**src/rtl/aes_round_seq.sv**
```systemverilog
// Round sequencer for an iterative one-round-per-cycle AES datapath.
// It runs key expansion, block intake, Nr rounds and result hand-off for a job of n blocks.
module aes_round_seq #(
   parameter int unsigned N_BLOCKS_W = 16
) (
   input  logic                  clk_i,
   input  logic                  rst_ni,
   input  logic                  clear_i,
   input  logic                  start_i,
   input  logic [1:0]            key_len_i,
   input  logic                  decrypt_i,
   input  logic [N_BLOCKS_W-1:0] n_blocks_i,
   output logic                  ks_start_o,
   input  logic                  ks_done_i,
   input  logic                  in_valid_i,
   output logic                  in_ready_o,
   output logic                  dp_load_o,
   output logic                  dp_round_en_o,
   output logic [3:0]            dp_round_o,
   output logic                  dp_last_o,
   output logic                  dp_decrypt_o,
   output logic                  out_valid_o,
   input  logic                  out_ready_i,
   output logic                  busy_o,
   output logic                  done_o,
   output logic                  err_o,
   output logic [N_BLOCKS_W-1:0] blk_cnt_o
);

   localparam logic [2:0] S_IDLE    = 3'd0;
   localparam logic [2:0] S_KEYEXP  = 3'd1;
   localparam logic [2:0] S_WAIT_IN = 3'd2;
   localparam logic [2:0] S_ROUND   = 3'd3;
   localparam logic [2:0] S_OUTPUT  = 3'd4;
   localparam logic [2:0] S_DONE    = 3'd5;

   logic [2:0]            state_q;
   logic [3:0]            rnd_q;
   logic [N_BLOCKS_W-1:0] blk_cnt_q;
   logic [N_BLOCKS_W-1:0] n_blocks_q;
   logic [1:0]            key_len_q;
   logic                  decrypt_q;
   logic                  ks_first_q;
   logic                  err_q;
   logic [3:0]            nr;
   logic [N_BLOCKS_W-1:0] blk_cnt_nxt;

   // Nr = 10 + 2*key_len; key_len never exceeds 2 once latched, so 4 bits suffice.
   assign nr          = 4'd10 + {1'b0, key_len_q, 1'b0};
   assign blk_cnt_nxt = blk_cnt_q + {{(N_BLOCKS_W-1){1'b0}}, 1'b1};

   always_ff @(posedge clk_i or negedge rst_ni) begin
      // NOTE: every register here uses non-blocking assignment so all updates see pre-edge values.
      if (!rst_ni) begin
         state_q    <= S_IDLE;
         rnd_q      <= 4'd0;
         blk_cnt_q  <= '0;
         n_blocks_q <= '0;
         key_len_q  <= 2'd0;
         decrypt_q  <= 1'b0;
         ks_first_q <= 1'b0;
         err_q      <= 1'b0;
      end else if (clear_i) begin
         state_q    <= S_IDLE;
         rnd_q      <= 4'd0;
         blk_cnt_q  <= '0;
         n_blocks_q <= '0;
         key_len_q  <= 2'd0;
         decrypt_q  <= 1'b0;
         ks_first_q <= 1'b0;
         err_q      <= 1'b0;
      end else begin
         err_q      <= 1'b0;
         ks_first_q <= 1'b0;
         case (state_q)
            S_IDLE: begin
               if (start_i) begin
                  if (key_len_i == 2'd3) begin
                     err_q <= 1'b1;
                  end else begin
                     key_len_q  <= key_len_i;
                     decrypt_q  <= decrypt_i;
                     n_blocks_q <= n_blocks_i;
                     blk_cnt_q  <= '0;
                     if (n_blocks_i == '0) begin
                        state_q <= S_DONE;
                     end else begin
                        state_q    <= S_KEYEXP;
                        ks_first_q <= 1'b1;
                     end
                  end
               end
            end
            S_KEYEXP: begin
               if (ks_done_i) state_q <= S_WAIT_IN;
            end
            S_WAIT_IN: begin
               if (in_valid_i) begin
                  rnd_q   <= 4'd1;
                  state_q <= S_ROUND;
               end
            end
            S_ROUND: begin
               if (rnd_q == nr) state_q <= S_OUTPUT;
               else             rnd_q   <= rnd_q + 4'd1;
            end
            S_OUTPUT: begin
               if (out_ready_i) begin
                  blk_cnt_q <= blk_cnt_nxt;
                  state_q   <= (blk_cnt_nxt == n_blocks_q) ? S_DONE : S_WAIT_IN;
               end
            end
            S_DONE:  state_q <= S_IDLE;
            default: state_q <= S_IDLE;
         endcase
      end
   end

   // Everything is Moore-decoded except dp_load_o, which must coincide with the input handshake.
   assign ks_start_o    = (state_q == S_KEYEXP) & ks_first_q;
   assign in_ready_o    = (state_q == S_WAIT_IN);
   assign dp_load_o     = (state_q == S_WAIT_IN) & in_valid_i;
   assign dp_round_en_o = (state_q == S_ROUND);
   assign dp_round_o    = (state_q == S_ROUND) ? rnd_q : 4'd0;
   assign dp_last_o     = (state_q == S_ROUND) & (rnd_q == nr);
   assign dp_decrypt_o  = decrypt_q;
   assign out_valid_o   = (state_q == S_OUTPUT);
   assign busy_o        = (state_q != S_IDLE);
   assign done_o        = (state_q == S_DONE);
   assign err_o         = err_q;
   assign blk_cnt_o     = blk_cnt_q;

endmodule

```
**config.mk**
```make
export PLATFORM = sky130hd
export DESIGN_NAME = aes_round_seq
export DESIGN_NICKNAME = d
export VERILOG_FILES = /design/src/rtl/aes_round_seq.sv
export SDC_FILE = /design/constraint.sdc
export NUM_CORES = 1
export LEC_CHECK = 0
export ABC_AREA = 1
export CORE_UTILIZATION = 35
export DETAILED_ROUTE_END_ITERATION = 10
export SETUP_SLACK_MARGIN = 0.02
export SYNTH_ARGS = -nofsm -noshare
export SYNTH_HDL_FRONTEND = slang
export SYNTH_SLANG_ARGS = --single-unit
export TNS_END_PERCENT = 10
```
**constraint.sdc**
```tcl
create_clock -name clk_i -period 2 [get_ports clk_i]
set_input_delay 0.3 -clock clk_i [delete_from_list [all_inputs] [get_ports clk_i]]
set_output_delay 0.3 -clock clk_i [all_outputs]
set_load 0.01 [all_outputs]
```
==> flow_metrics.py, run 1 <==
metrics = {
    "run_status": {
        "outcome": "finished, violations left",
        "violations": "setup timing",
    },
    "placement": {
        "place_hpwl_um": 6360,
        "globalplace.congestion": 0.837,
        "dp_cells": 578,
        "io_buffer_count": 55,
        "place_ws_ns": -0.0277,
    },
    "global_route": {
        "grt_pass1_wl_um": 13600,
        "grt_max_degree": 29,
        "track_usage": 0.204,
        "overflow": 0,
        "grt_antenna_before_repair": 0,
        "first_global_vias": 2857,
    },
    "clock_tree": {
        "cts_buffer_depth": 2,
        "cts-root-buf": "clkbuf_8",
        "numCtsBuffers": 5,
        "clk_pin_slew_ns": 0.09,
        "cts_sinks": 44,
        "htree_levels": 2,
        "post_cts_buffers": 0,
        "hold_buffers": 0,
        "cts_tree": "done",
        "clock_latency_ns": 0.30,
    },
    "die": {
        "io-pin-count": 56,
        "fp-row-count": 32,
        "die_x_um": 92.7,
        "die-area_um2": 8600,
        "core-area_um2": 7850,
        "initial_core_util": 0.367,
        "die_y_um": 92.7,
    },
    "yosys": {
        "yosysWarningCount": 0,
        "synthCells": 413,
        "synth-seq-cells": 44,
        "syn_area_um2": 2880,
        "synthDistinctLibCells": 27,
        "syn-num-nets": 442,
        "syn_avg_cell_area_um2": 6.97,
        "yosysSeqAreaShare": 0.382,
    },
    "setup_path": {
        "cp_slowest_cell": "clkdlybuf4s50_1",
        "cpPeakStageDelay_ns": 0.47,
        "crit_chain": "nor2_4, inv_2, nor2_4, inv_1, clkdlybuf4s50_1",
        "endpoint_kind": "primary output",
        "cp_max_fo": 6,
        "required_ns": 1.70,
        "arrival_ns": 1.74,
        "cp-start-kind": "flop",
        "path_common_cell": "nor2_4",
        "critPathKind": "flop to primary output",
    },
    "sta": {
        "finalMaxSlewViolations": 0,
        "slew_headroom": 0.558,
        "fmax_ghz": 0.489,
        "setup_slack_ns": -0.0436,
        "rsz0062_at_grt": "true",
        "finalSetupViolCount": 1,
        "hold-worst-slack_ns": 0.0204,
        "hold_violations": 0,
        "worst_pin_slew_ns": 0.663,
        "fin_crit_sh": 1.02,
        "fin_worst_skew_ns": 0.00417,
        "final.min_clock_period_ns": 2.04,
        "finalSetupTns_ns": -0.0436,
    },
    "drt": {
        "dr.first_iter.drc_count": 175,
        "drtPass1Iterations": 4,
        "dr_total_vias": 2961,
        "antenna_left": 0,
        "drc": 0,
        "drt-vias-per-instance": 5.06,
        "routed_wl_um": 8220,
        "wl_per_cell_um": 14.1,
    },
    "final_layout": {
        "fin_util": 0.490,
        "fin_nets": 512,
        "area_growth_syn_to_layout_pct": 33.5,
        "antennaDiodeCount": 0,
        "drive_gt1_frac": 0.143,
        "fin_cells": 585,
    },
    "power": {
        "leakage_uw": 0.00180,
        "powerDensity_nw_per_um2": 720,
        "vdd_drop_max_mv": 0.385,
    },
    "run": {
        "drv_cap": 0,
    },
    "min_path": {
        "hp-class": "input port to async pin",
    },
}
state kept, by name (all words and copies together), names as in the netlist:
name,flops
err_o,1
rnd_q,4
key_len_q,2
n_blocks_q,16
dp_decrypt_o,1
blk_cnt_o,16
state_q,3
ks_first_q,1
synth_stat cells (all sizes together):
master,number,area (um^2)
a211oi,2,20.0
a22oi,1,7.51
and3,1,11.3
buf,5,25.0
dfrtp,44,1100
ha,3,37.5
inv,76,285
nand2,113,447
nand3,51,275
nand4,15,93.8
nor2,48,244
nor3,2,10.0
nor4,1,6.26
o211ai,1,7.51
o21ai,16,83.8
o22ai,29,181
xnor2,2,17.5
xor2,3,26.3
critical path, delay by kind of cell, from the launching register on:
family                 cells  cell delay, ns
AND/OR/NAND/NOR            2            0.33
buffers and inverters      3            0.64
flip-flops                 1            0.46
cells in the final DEF (no fill, tap or decap), drive strengths merged, types with 2 or more instances in the layout:
cell,netlist,layout
clkbuf,0,5
clkdlybuf4s50,0,45
buf,5,14
o21ai,16,16
nand2,113,113
nor2,48,48
xor2,3,3
xnor2,2,2
dlygate4sd2,0,5
a211oi,2,2
nand3,51,51
dfrtp,44,44
dlymetal6s2s,0,3
bufinv,0,2
inv,76,76
ha,3,3
o22ai,29,29
nand4,15,15
nor3,2,2
logic make-up (layout without fill, tap and decap cells):
logic type                 count (synthesis)  after routing  share of synthesized area
xor gates and xnor gates                   5              5                     0.0152
and+or+nand+nor                          231            231                      0.377
buffers and inverters                     81            151                      0.108
AOI/OAI and AO/OA                         49             49                      0.104
adders and majority gates                  3              3                     0.0130
DFF                                       44             44                      0.382
final cells by class:
| class | count | area [um^2] |
|---|---|---|
| tap | 102 | 128 |
| fill | 814 | 4000 |
| multi-input combinational | 288 | 1520 |
| clock inverter | 2 | 60.1 |
| timing repair buffer | 68 | 671 |
| sequential | 44 | 1110 |
| clock buffer | 5 | 68.8 |
| inverter | 76 | 285 |
final timing paths:
path,end,startpoint,slack [ns],cells after the start
setup / recovery,busy_o,state_q[1],-0.04,5
hold / removal,state_q[0],rst_ni,0.02,1
setup reg to reg,rnd_q[2],key_len_q[0],0.13,8
hold reg to reg,key_len_q[1],key_len_q[1],0.52,2
max in group asynchronous,blk_cnt_o[8],rst_ni,1.35,2
min in group clk_i,key_len_q[1],key_len_q[1],0.52,2
per-layer routing:
metal | share of wire | vias to the layer above | global-route usage
met2 | 0.47 | 86 | 0.321
met3 | 0.070 | 14 | 0.0320
li1 | - | 1484 | -
met1 | 0.44 | 1377 | 0.279
met5 | 0 | - | 0
met4 | 0.021 | 0 | 0.0808
timing repair:
| item | 4_1_cts | 5_1_grt |
|---|---|---|
| resized for setup | 10 | 20 |
| setup endpoints to repair | 10 | 15 |
| pin swaps | 0 | 3 |
where the power goes:
| part | total (uW) | internal (uW) | leakage, uW | switching, uW |
|---|---|---|---|---|
| Combinational | 897 | 354 | 0.00115 | 542 |
| Clock | 816 | 492 | 0.0000642 | 324 |
| Sequential | 1060 | 979 | 0.000593 | 77.1 |
through the flow:
step / total power (uW) / cell area (um^2)
after floorplan: 1600 / 2880
after global routing: 2940 / 3840
after CTS: 2770 / 3780
after detailed placement: 1940 / 3650
final: 2770 / 3840
after global placement: 1940 / 3650
Note: power is estimated with default switching activity, not from simulation.
==> run 2: changes to the inputs <==
--- a/config.mk
+++ b/config.mk
@@ -6,8 +6,9 @@
 export NUM_CORES = 1
 export LEC_CHECK = 0
 export ABC_AREA = 1
-export CORE_UTILIZATION = 35
+export CORE_UTILIZATION = 45
 export DETAILED_ROUTE_END_ITERATION = 10
+export PLACE_DENSITY = 0.71
 export SETUP_SLACK_MARGIN = 0.02
 export SYNTH_ARGS = -nofsm -noshare
 export SYNTH_HDL_FRONTEND = slang
==> constraint.sdc (replaced) <==
create_clock -name clk_i -period 2.3 [get_ports clk_i]
set_input_delay 0.345 -clock clk_i [delete_from_list [all_inputs] [get_ports clk_i]]
set_output_delay 0.345 -clock clk_i [all_outputs]
set_load 0.01 [all_outputs]
==> flow_metrics.py, run 2 (synthesized netlist as in run 1, its figures left out) <==
metrics = {
    "run_status": {
        "outcome": "finished clean",
    },
    "drt": {
        "routed_wl_um": 8120,
        "dr.first_iter.drc_count": 151,
        "drt-vias-per-instance": 5.34,
        "antenna_left": 0,
        "drtPass1Iterations": 5,
        "drc": 0,
        "wl_per_cell_um": 14.6,
        "dr_total_vias": 2972,
    },
    "sta": {
        "slew_headroom": 0.614,
        "finalSetupViolCount": 0,
        "hold_violations": 0,
        "fmax_ghz": 0.455,
        "finalMaxSlewViolations": 0,
        "fin_crit_sh": 0.956,
        "fin_worst_skew_ns": 0.0104,
        "worst_pin_slew_ns": 0.579,
        "final.min_clock_period_ns": 2.20,
        "rsz0062_at_grt": "true",
        "finalSetupTns_ns": 0,
    },
    "final_layout": {
        "nFillCells": 563,
        "fin_util": 0.612,
        "mostFrequentLayoutCells": "nand2_1 (104), inv_1 (71), clkdlybuf4s50_1 (53)",
        "design_area_um2": 3710,
        "multiInputGateArea_um2": 1480,
        "area_growth_syn_to_layout_pct": 28.8,
        "final_common_cell": "nand2_1",
        "drive_gt1_frac": 0.116,
        "antennaDiodeCount": 0,
        "fin_nets": 510,
        "seqCellArea_um2": 1100,
    },
    "global_route": {
        "overflow": 0,
        "use_met1": 0.360,
        "grt_antenna_before_repair": 0,
        "grt_util_met3": 0.0433,
        "first_global_vias": 2763,
        "grt_max_degree": 24,
        "grt-busiest-layer": "met2",
        "track_usage": 0.262,
        "met2_usage": 0.415,
        "grt_pass1_wl_um": 13000,
    },
    "clock_tree": {
        "numCtsBuffers": 5,
        "clock_latency_ns": 0.31,
        "cts_buffer_depth": 2,
        "cts_sinks": 44,
        "clk_pin_slew_ns": 0.09,
        "cts_tree": "done",
        "hold_buffers": 0,
        "cts-root-buf": "clkbuf_8",
        "htree_levels": 2,
    },
    "min_path": {
        "hp-class": "input port to async pin",
    },
    "die": {
        "die_x_um": 82.0,
        "fp-row-count": 28,
        "die-area_um2": 6720,
        "initial_core_util": 0.475,
        "io-pin-count": 56,
        "die_y_um": 82.0,
        "core-area_um2": 6060,
    },
    "setup_path": {
        "cp-start-kind": "flop",
        "arrival_ns": 1.85,
        "cp_max_fo": 6,
        "endpoint_kind": "primary output",
        "required_ns": 1.96,
        "cp_slowest_cell": "clkdlybuf4s50_1",
        "critPathKind": "flop to primary output",
        "path_common_cell": "nor2_2",
        "cpPeakStageDelay_ns": 0.48,
        "crit_chain": "nor2_2, inv_2, nor2_2, inv_1, clkdlybuf4s50_1",
    },
    "power": {
        "leakage_uw": 0.00170,
        "powerDensity_nw_per_um2": 624,
        "vdd_drop_max_mv": 0.492,
    },
    "placement": {
        "globalplace.congestion": 0.873,
        "io_buffer_count": 55,
        "place_area_um2": 3550,
        "place_hpwl_um": 6150,
    },
    "run": {
        "drv_cap": 0,
    },
}
==> run 2: changes by cell type in the layout (fill, tap and decap cells not counted), sizes merged, moves of 2 or more <==
cell and delta:
buf -2, clkdlybuf4s50 +8, dlygate4sd2 -4, dlymetal6s2s -3
==> run 2: final timing paths <==
kind	startpoint	endpoint	slack (ns)	cells past startpoint
min in group clk_i	dp_decrypt_o	dp_decrypt_o	0.54	2
max in group asynchronous	rst_ni	n_blocks_q[12]	1.69	2
setup reg to reg	blk_cnt_o[1]	state_q[0]	0.24	14
hold reg to reg	dp_decrypt_o	dp_decrypt_o	0.54	2
setup / recovery	state_q[1]	busy_o	0.10	5
hold / removal	rst_ni	blk_cnt_o[13]	0.009	1
==> run 2: worst max-delay path, delay by kind of cell, from the launching register on <==
family,cells,cell delay [ns]
DFF,1,0.44
and+or+nand+nor,2,0.45
buffers and inverters,3,0.65
==> run 2: stage by stage <==
stage          power [uW]  hold WS (ns)  cells  setup slack [ns]
2_1_floorplan        1390        0.0494    413             0.492
3_5_place_dp         1660         0.378    546             0.181
6_report             2310       0.00897    557             0.102
5_1_grt              2440        0.0598    557           0.00195
4_1_cts              2310        0.0400    556            0.0979
3_3_place_gp         1650         0.372    546             0.279
==> run 2: power breakdown <==
group / internal (uW) / switching, uW
combinational: 281 / 469
clock: 356 / 296
sequential: 850 / 61.4
==> run 2: layout make-up <==
type / count / share of cell area
clock inverters: 2 / 0.0105
flip-flops and latches: 44 / 0.297
well taps: 75 / 0.0253
clock buffers: 6 / 0.0223
inverters: 76 / 0.0769
multi-input cells: 288 / 0.399
repair buffers: 66 / 0.169
==> run 2: layer usage <==
metal	share of wire	vias to the layer above
li1	-	1481
met1	0.47	1379
met4	0.019	0
met2	0.45	98
met5	0	-
met3	0.057	14
==> run 2: timing repair <==
item                                    CTS  global route
endpoints found under the setup margin    5             4
endpoints found under the hold margin     0             0
gates resized for setup                   2             3
pin swaps                                 1             1
gates cloned                              0             0
setup buffers                             2             1
==> run 3: changes to the inputs <==
--- a/config.mk
+++ b/config.mk
@@ -7,6 +7,7 @@
 export LEC_CHECK = 0
 export ABC_AREA = 1
 export CORE_UTILIZATION = 45
+export CTS_CLUSTER_SIZE = 10
 export DETAILED_ROUTE_END_ITERATION = 10
 export PLACE_DENSITY = 0.71
 export SETUP_SLACK_MARGIN = 0.02
==> results of run 3 <==
The final DEF is identical to that of run 2; final timing and power are the same.
